File: src/rtl/exmem_pkg.sv
// Shared pipeline constants for the EX/MEM boundary.
package exmem_pkg;

    localparam logic [1:0] WB_ALU = 2'b00;
    localparam logic [1:0] WB_MEM = 2'b01;
    localparam logic [1:0] WB_PC  = 2'b10;

    typedef enum logic {
        IDLE = 1'b0,
        DW2  = 1'b1
    } exmem_state_t;

endpackage

File: src/rtl/exmem_if.sv
// EX -> MEM/WB bundle with the stall back-channel.
interface exmem_if;

    logic        iValid;
    logic        iFlush;
    logic        iMemWait;
    logic        iRWrite;
    logic        iDW;
    logic        iFloat;
    logic        iMWrite;
    logic [1:0]  iWBsrc;
    logic [31:0] iALURes;
    logic [31:0] iStoreLo;
    logic [31:0] iStoreHi;
    logic [4:0]  iDstReg;

    logic        oRWrite;
    logic        oFloat;
    logic        oMWrite;
    logic [1:0]  oWBsrc;
    logic [31:0] oAddr;
    logic [31:0] oData;
    logic [4:0]  oDstReg;
    logic        oBeat;
    logic        oStallUp;

    modport master (
        output iValid, iFlush, iMemWait, iRWrite, iDW, iFloat, iMWrite,
        output iWBsrc, iALURes, iStoreLo, iStoreHi, iDstReg,
        input  oRWrite, oFloat, oMWrite, oWBsrc, oAddr, oData, oDstReg,
        input  oBeat, oStallUp
    );

    modport slave (
        input  iValid, iFlush, iMemWait, iRWrite, iDW, iFloat, iMWrite,
        input  iWBsrc, iALURes, iStoreLo, iStoreHi, iDstReg,
        output oRWrite, oFloat, oMWrite, oWBsrc, oAddr, oData, oDstReg,
        output oBeat, oStallUp
    );

endinterface

File: src/rtl/exmem.sv
// EX/MEM pipeline register; splits double-word memory ops into two beats.
module exmem
    import exmem_pkg::*;
(
    input  logic   clk,
    input  logic   rst,
    exmem_if.slave b
);

    exmem_state_t state;
    logic [31:0]  hi_word;
    logic         live;
    logic         dbl;

    assign live = b.iValid & ~b.iFlush;
    assign dbl  = live & b.iDW & (b.iMWrite | (b.iWBsrc == WB_MEM));

    assign b.oStallUp = (state == DW2) | b.iMemWait;

    always_ff @(posedge clk or posedge rst) begin
        if (rst) begin
            state     <= IDLE;
            hi_word   <= '0;
            b.oRWrite <= 1'b0;
            b.oFloat  <= 1'b0;
            b.oMWrite <= 1'b0;
            b.oWBsrc  <= '0;
            b.oAddr   <= '0;
            b.oData   <= '0;
            b.oDstReg <= '0;
            b.oBeat   <= 1'b0;
        end else if (!b.iMemWait) begin
            unique case (state)
                DW2: begin
                    // second beat reuses the first beat's controls
                    b.oAddr   <= b.oAddr + 32'd4;
                    b.oData   <= hi_word;
                    b.oDstReg <= b.oDstReg | 5'b00001;
                    b.oBeat   <= 1'b1;
                    state     <= IDLE;
                end
                IDLE: begin
                    b.oRWrite <= live & b.iRWrite;
                    b.oMWrite <= live & b.iMWrite;
                    b.oFloat  <= b.iFloat;
                    b.oWBsrc  <= b.iWBsrc;
                    b.oAddr   <= b.iALURes;
                    b.oData   <= b.iStoreLo;
                    b.oDstReg <= b.iDstReg;
                    b.oBeat   <= 1'b0;
                    if (dbl) begin
                        hi_word <= b.iStoreHi;
                        state   <= DW2;
                    end
                end
                default: state <= IDLE;
            endcase
        end
    end

endmodule

File: src/flat_wrapper.sv
// flat-port wrapper written by rule: the top's interface ports become plain ports
module exmem_flat import exmem_pkg::*;
  (clk, rst, b_iValid, b_iFlush, b_iMemWait, b_iRWrite, b_iDW, b_iFloat, b_iMWrite, b_iWBsrc, b_iALURes, b_iStoreLo, b_iStoreHi, b_iDstReg, b_oRWrite, b_oFloat, b_oMWrite, b_oWBsrc, b_oAddr, b_oData, b_oDstReg, b_oBeat, b_oStallUp);
  exmem_if b_i ();
  input  logic clk;
  input  logic rst;
  input wire logic [$bits(b_i.iValid)-1:0] b_iValid;
  input wire logic [$bits(b_i.iFlush)-1:0] b_iFlush;
  input wire logic [$bits(b_i.iMemWait)-1:0] b_iMemWait;
  input wire logic [$bits(b_i.iRWrite)-1:0] b_iRWrite;
  input wire logic [$bits(b_i.iDW)-1:0] b_iDW;
  input wire logic [$bits(b_i.iFloat)-1:0] b_iFloat;
  input wire logic [$bits(b_i.iMWrite)-1:0] b_iMWrite;
  input wire logic [$bits(b_i.iWBsrc)-1:0] b_iWBsrc;
  input wire logic [$bits(b_i.iALURes)-1:0] b_iALURes;
  input wire logic [$bits(b_i.iStoreLo)-1:0] b_iStoreLo;
  input wire logic [$bits(b_i.iStoreHi)-1:0] b_iStoreHi;
  input wire logic [$bits(b_i.iDstReg)-1:0] b_iDstReg;
  output wire logic [$bits(b_i.oRWrite)-1:0] b_oRWrite;
  output wire logic [$bits(b_i.oFloat)-1:0] b_oFloat;
  output wire logic [$bits(b_i.oMWrite)-1:0] b_oMWrite;
  output wire logic [$bits(b_i.oWBsrc)-1:0] b_oWBsrc;
  output wire logic [$bits(b_i.oAddr)-1:0] b_oAddr;
  output wire logic [$bits(b_i.oData)-1:0] b_oData;
  output wire logic [$bits(b_i.oDstReg)-1:0] b_oDstReg;
  output wire logic [$bits(b_i.oBeat)-1:0] b_oBeat;
  output wire logic [$bits(b_i.oStallUp)-1:0] b_oStallUp;
  assign b_i.iValid = b_iValid;
  assign b_i.iFlush = b_iFlush;
  assign b_i.iMemWait = b_iMemWait;
  assign b_i.iRWrite = b_iRWrite;
  assign b_i.iDW = b_iDW;
  assign b_i.iFloat = b_iFloat;
  assign b_i.iMWrite = b_iMWrite;
  assign b_i.iWBsrc = b_iWBsrc;
  assign b_i.iALURes = b_iALURes;
  assign b_i.iStoreLo = b_iStoreLo;
  assign b_i.iStoreHi = b_iStoreHi;
  assign b_i.iDstReg = b_iDstReg;
  assign b_oRWrite = b_i.oRWrite;
  assign b_oFloat = b_i.oFloat;
  assign b_oMWrite = b_i.oMWrite;
  assign b_oWBsrc = b_i.oWBsrc;
  assign b_oAddr = b_i.oAddr;
  assign b_oData = b_i.oData;
  assign b_oDstReg = b_i.oDstReg;
  assign b_oBeat = b_i.oBeat;
  assign b_oStallUp = b_i.oStallUp;
  exmem u_core (.clk(clk), .rst(rst), .b(b_i));
endmodule
File: config.mk
export PLATFORM = sky130hd
export DESIGN_NAME = exmem_flat
export DESIGN_NICKNAME = d
export VERILOG_FILES = /design/src/rtl/exmem_pkg.sv /design/src/rtl/exmem_if.sv /design/src/rtl/exmem.sv /design/src/flat_wrapper.sv
export SDC_FILE = /design/constraint.sdc
export NUM_CORES = 1
export LEC_CHECK = 0
export ABC_AREA = 1
export ABC_CLOCK_PERIOD_IN_PS = 4700
export CAP_MARGIN = 20
export CORE_AREA = 4 4 124 126
export DETAILED_ROUTE_END_ITERATION = 16
export DIE_AREA = 0 0 128 130
export PLACE_DENSITY = 0.68
export SLEW_MARGIN = 20
export SYNTH_ARGS = -nofsm -noshare
export SYNTH_HDL_FRONTEND = slang
export SYNTH_SLANG_ARGS = --single-unit
export TNS_END_PERCENT = 100
File: constraint.sdc
create_clock -name clk -period 4.7 [get_ports clk]
set_input_delay 1.41 -clock clk [delete_from_list [all_inputs] [get_ports clk]]
set_output_delay 1.41 -clock clk [all_outputs]
set_load 0.02 [all_outputs]
==> results.json <==
{
  "status": "finished clean",
  "firstDrtPassIters": 4,
  "ys_types": 26,
  "finalNetCount": 936,
  "synth_area_sq_um": 5296,
  "rsz0062_at_grt": "false",
  "leakagePower_nw": 3.420,
  "dpl_cell_area_sq_um": 7312,
  "route.detailed.drc": 0,
  "post_cts_resized": 0,
  "critPathSlowestCell": "clkdlybuf4s50_1",
  "synth_compound_area_frac": 0.1427,
  "worst-r2r-setup-slack_ps": 2520,
  "final_cells": 1011,
  "setup_viol": 0,
  "min_period_ps": 3859,
  "grt_pass1_vias": 4804,
  "critPathMaxFanout": 17,
  "max_freq_mhz": 259.1,
  "p_per_area_nw_per_um2": 334.8,
  "min-delay-path-class": "reg -> reg",
  "diodes": 0,
  "track_usage": 0.1917,
  "grt_max_degree": 71,
  "path_class": "in -> out",
  "drt-initial-drc-count": 391,
  "yosys.area.top_type": "dfrtp_1",
  "cts_root_buf": "clkbuf_16",
  "ant_nets": 0,
  "synth_edf_count": 0,
  "grt_antenna_before_repair": 0,
  "cts_tree": "done",
  "io_buffers": 187,
  "core_area_sq_um": 14310,
  "die_area_sq_um": 16640,
  "setup_tns_ps": 0,
  "critPathCaptureType": "output pin",
  "hold_buffers": 0,
  "overflow": 0,
  "initial_core_util": 0.3700,
  "die_x_microns": 128,
  "clkTransAtPathRegs_ps": 70,
  "syn-mean-instance-area_sq_um": 8.199,
  "die_y_microns": 130,
  "crit_chain": "buf_2 > nor2_8 > inv_4 > clkdlybuf4s50_1",
  "yosys-top-cells-area": "dfrtp_1 (51%), nand2_1 (16%), nor2_1 (5.2%)",
  "startpoint_type": "primary input",
  "power.total_mw": 2.540,
  "power.internal_mw": 1.749,
  "synth-simple-area-share": 0.2516,
  "switching_power_mw": 0.7901,
  "layout-drive-gt1-share": 0.07013,
  "synth_top_family_by_area": "simple AND/OR/NAND/NOR gates",
  "ios": 188,
  "clk_latency_ps": 350,
  "cts.sinks": 108,
  "finClkSkew_ps": 7.674,
  "pwr-share-seq": 0.459,
  "p_clk_frac": 0.285,
  "pwr-share-comb": 0.256,
  "cp.arrival_ps": 2450,
  "grt_pass1_wl_mm": 25.01,
  "synth_xor_area_frac": 0.02150,
  "vdd.ir_drop.worst_uv": 199.5,
  "tightestPinTransition_ps": 936.4,
  "routed_wl_mm": 15.79,
  "slew_headroom": 0.3757,
  "synthCells": 646,
  "critical_path.max_stage_delay_ps": 650,
  "design_area_sq_um": 7586,
  "hpwl_mm": 11.12,
  "drv_cap": 0,
  "seq_area_frac_synth": 0.5103,
  "dr_total_vias": 4824,
  "rows": 44,
  "nFillCells": 1375,
  "place_inst": 996,
  "synthAdderAreaFrac": 0.002362,
  "syn-num-nets": 759,
  "worst_ep_required_time_ps": 3290,
  "viasPerCell": 4.772,
  "clock_tree.buffer_depth": 2,
  "hold_viol_final": 0,
  "area_growth_pct": 43.23,
  "swShare": 0.3111,
  "h-tree-depth": 3,
  "period_share": 0.8211,
  "wl_per_cell_microns": 15.62,
  "multi_input_area_sq_um": 2230,
  "synthFlopType": "dfrtp_1",
  "routabilityCongestion": 0.9259,
  "yosysTopAreaCellShare": 0.5103,
  "async_flop_share": 1.000,
  "cts_made_buffers": 9,
  "synthMuxAreaShare": 0,
  "regArea_sq_um": 2703,
  "post_cts_buffers": 0,
  "final_util": 0.5300,
  "yosysWarnings": 0,
  "synth_seq_cells": 108,
  "slew_viol_final": 0
}
[synthesized netlist by cell type (5+ instances only)]
cell and n:
o21ai_0 9, xor2_1 11, nand2_1 231, a22oi_1 26
inv_1 59, clkbuf_1 18, o21ai_2 5, buf_6 6
nor2_1 73, dfrtp_1 108, a21oi_2 24, o211ai_1 26
nand3_1 28
[path summary, 6_finish.rpt]
check	start	endpoint	depth (start not counted)
setup / recovery	b_iMemWait	b_oStallUp	4
hold / removal	u_core.b.oDstReg[1]$_DFFE_PP0P_	u_core.b.oDstReg[1]$_DFFE_PP0P_	2
setup reg to reg	u_core.state$_DFFE_PP0N_	u_core.hi_word[1]$_DFFE_PP0P_	6
hold reg to reg	u_core.b.oDstReg[1]$_DFFE_PP0P_	u_core.b.oDstReg[1]$_DFFE_PP0P_	2
max in group asynchronous	rst	u_core.state$_DFFE_PP0N_	3
min in group asynchronous	rst	u_core.hi_word[20]$_DFFE_PP0P_	2
[cells by family (layout without fill, tap and decap cells)]
logic type,Yosys count,in the layout
simple gates,336,336
fa+ha+maj,1,1
xor+xnor,13,13
flops,108,108
compound gates,100,100
buf+inv,88,269
[critical path: cells and delay by family]
| family | cells | cell delay (ps) |
|---|---|---|
| buffers and inverters | 3 | 970 |
| AND/OR/NAND/NOR | 1 | 60 |
[layout make-up]
type,count,area share
multi-input combinational,450,0.2939
clock buffer,9,0.02969
timing repair buffer,194,0.2530
clock inverter,6,0.006432
inverter,60,0.03035
sequential,108,0.3563
tap,184,0.03035
[through the flow]
stage | hold slack (ps) | setup slack [ps]
2_1_floorplan | 452.4 | 444.4
3_3_place_gp | 455.1 | 814.5
3_5_place_dp | 461.9 | 828.4
4_1_cts | 485.2 | 818.4
5_1_grt | 511.5 | 777.3
6_report | 482.4 | 840.6
[registers in the layout, indices dropped and copies added, names as in the netlist]
name              flops
u_core.b.oAddr       32
u_core.b.oData       32
u_core.hi_word       32
u_core.b.oDstReg      5
u_core.b.oWBsrc       2
u_core.b.oBeat        1
u_core.b.oFloat       1
u_core.b.oMWrite      1
u_core.b.oRWrite      1
u_core.state          1
[placed cells by master, fill, tap and decap left out, types with 3 or more instances in the layout]
master	count
xor2_1	11
a21oi_2	24
o21ai_2	5
o211ai_1	26
clkbuf_16	9
o21ai_0	9
inv_1	58
nor2_1	72
clkdlybuf4s50_1	186
a22oi_1	26
buf_4	7
dfrtp_1	108
clkinvlp_4	3
nand3_1	27
o21ai_1	3
nand2_1	231
[per-layer routing]
| layer | GRT usage | vias to the layer above | share of wire |
|---|---|---|---|
| li1 | - | 2416 | - |
| met1 | 0.2415 | 2214 | 0.42 |
| met2 | 0.3053 | 167 | 0.46 |
| met3 | 0.06263 | 27 | 0.089 |
| met4 | 0.07990 | 0 | 0.026 |
| met5 | 0 | - | 0 |
[power groups by stage]
| stage | combinational (mW) | clock, mW | sequential, mW |
|---|---|---|---|
| after floorplan | 0.250 | 0 | 1.25 |
| after global placement | 0.649 | 0 | 1.18 |
| after detailed placement | 0.658 | 0 | 1.18 |
| after CTS | 0.660 | 0.748 | 1.17 |
| after global routing | 0.712 | 0.780 | 1.18 |
| final | 0.650 | 0.723 | 1.17 |
Power figures use the tool's default switching activity.
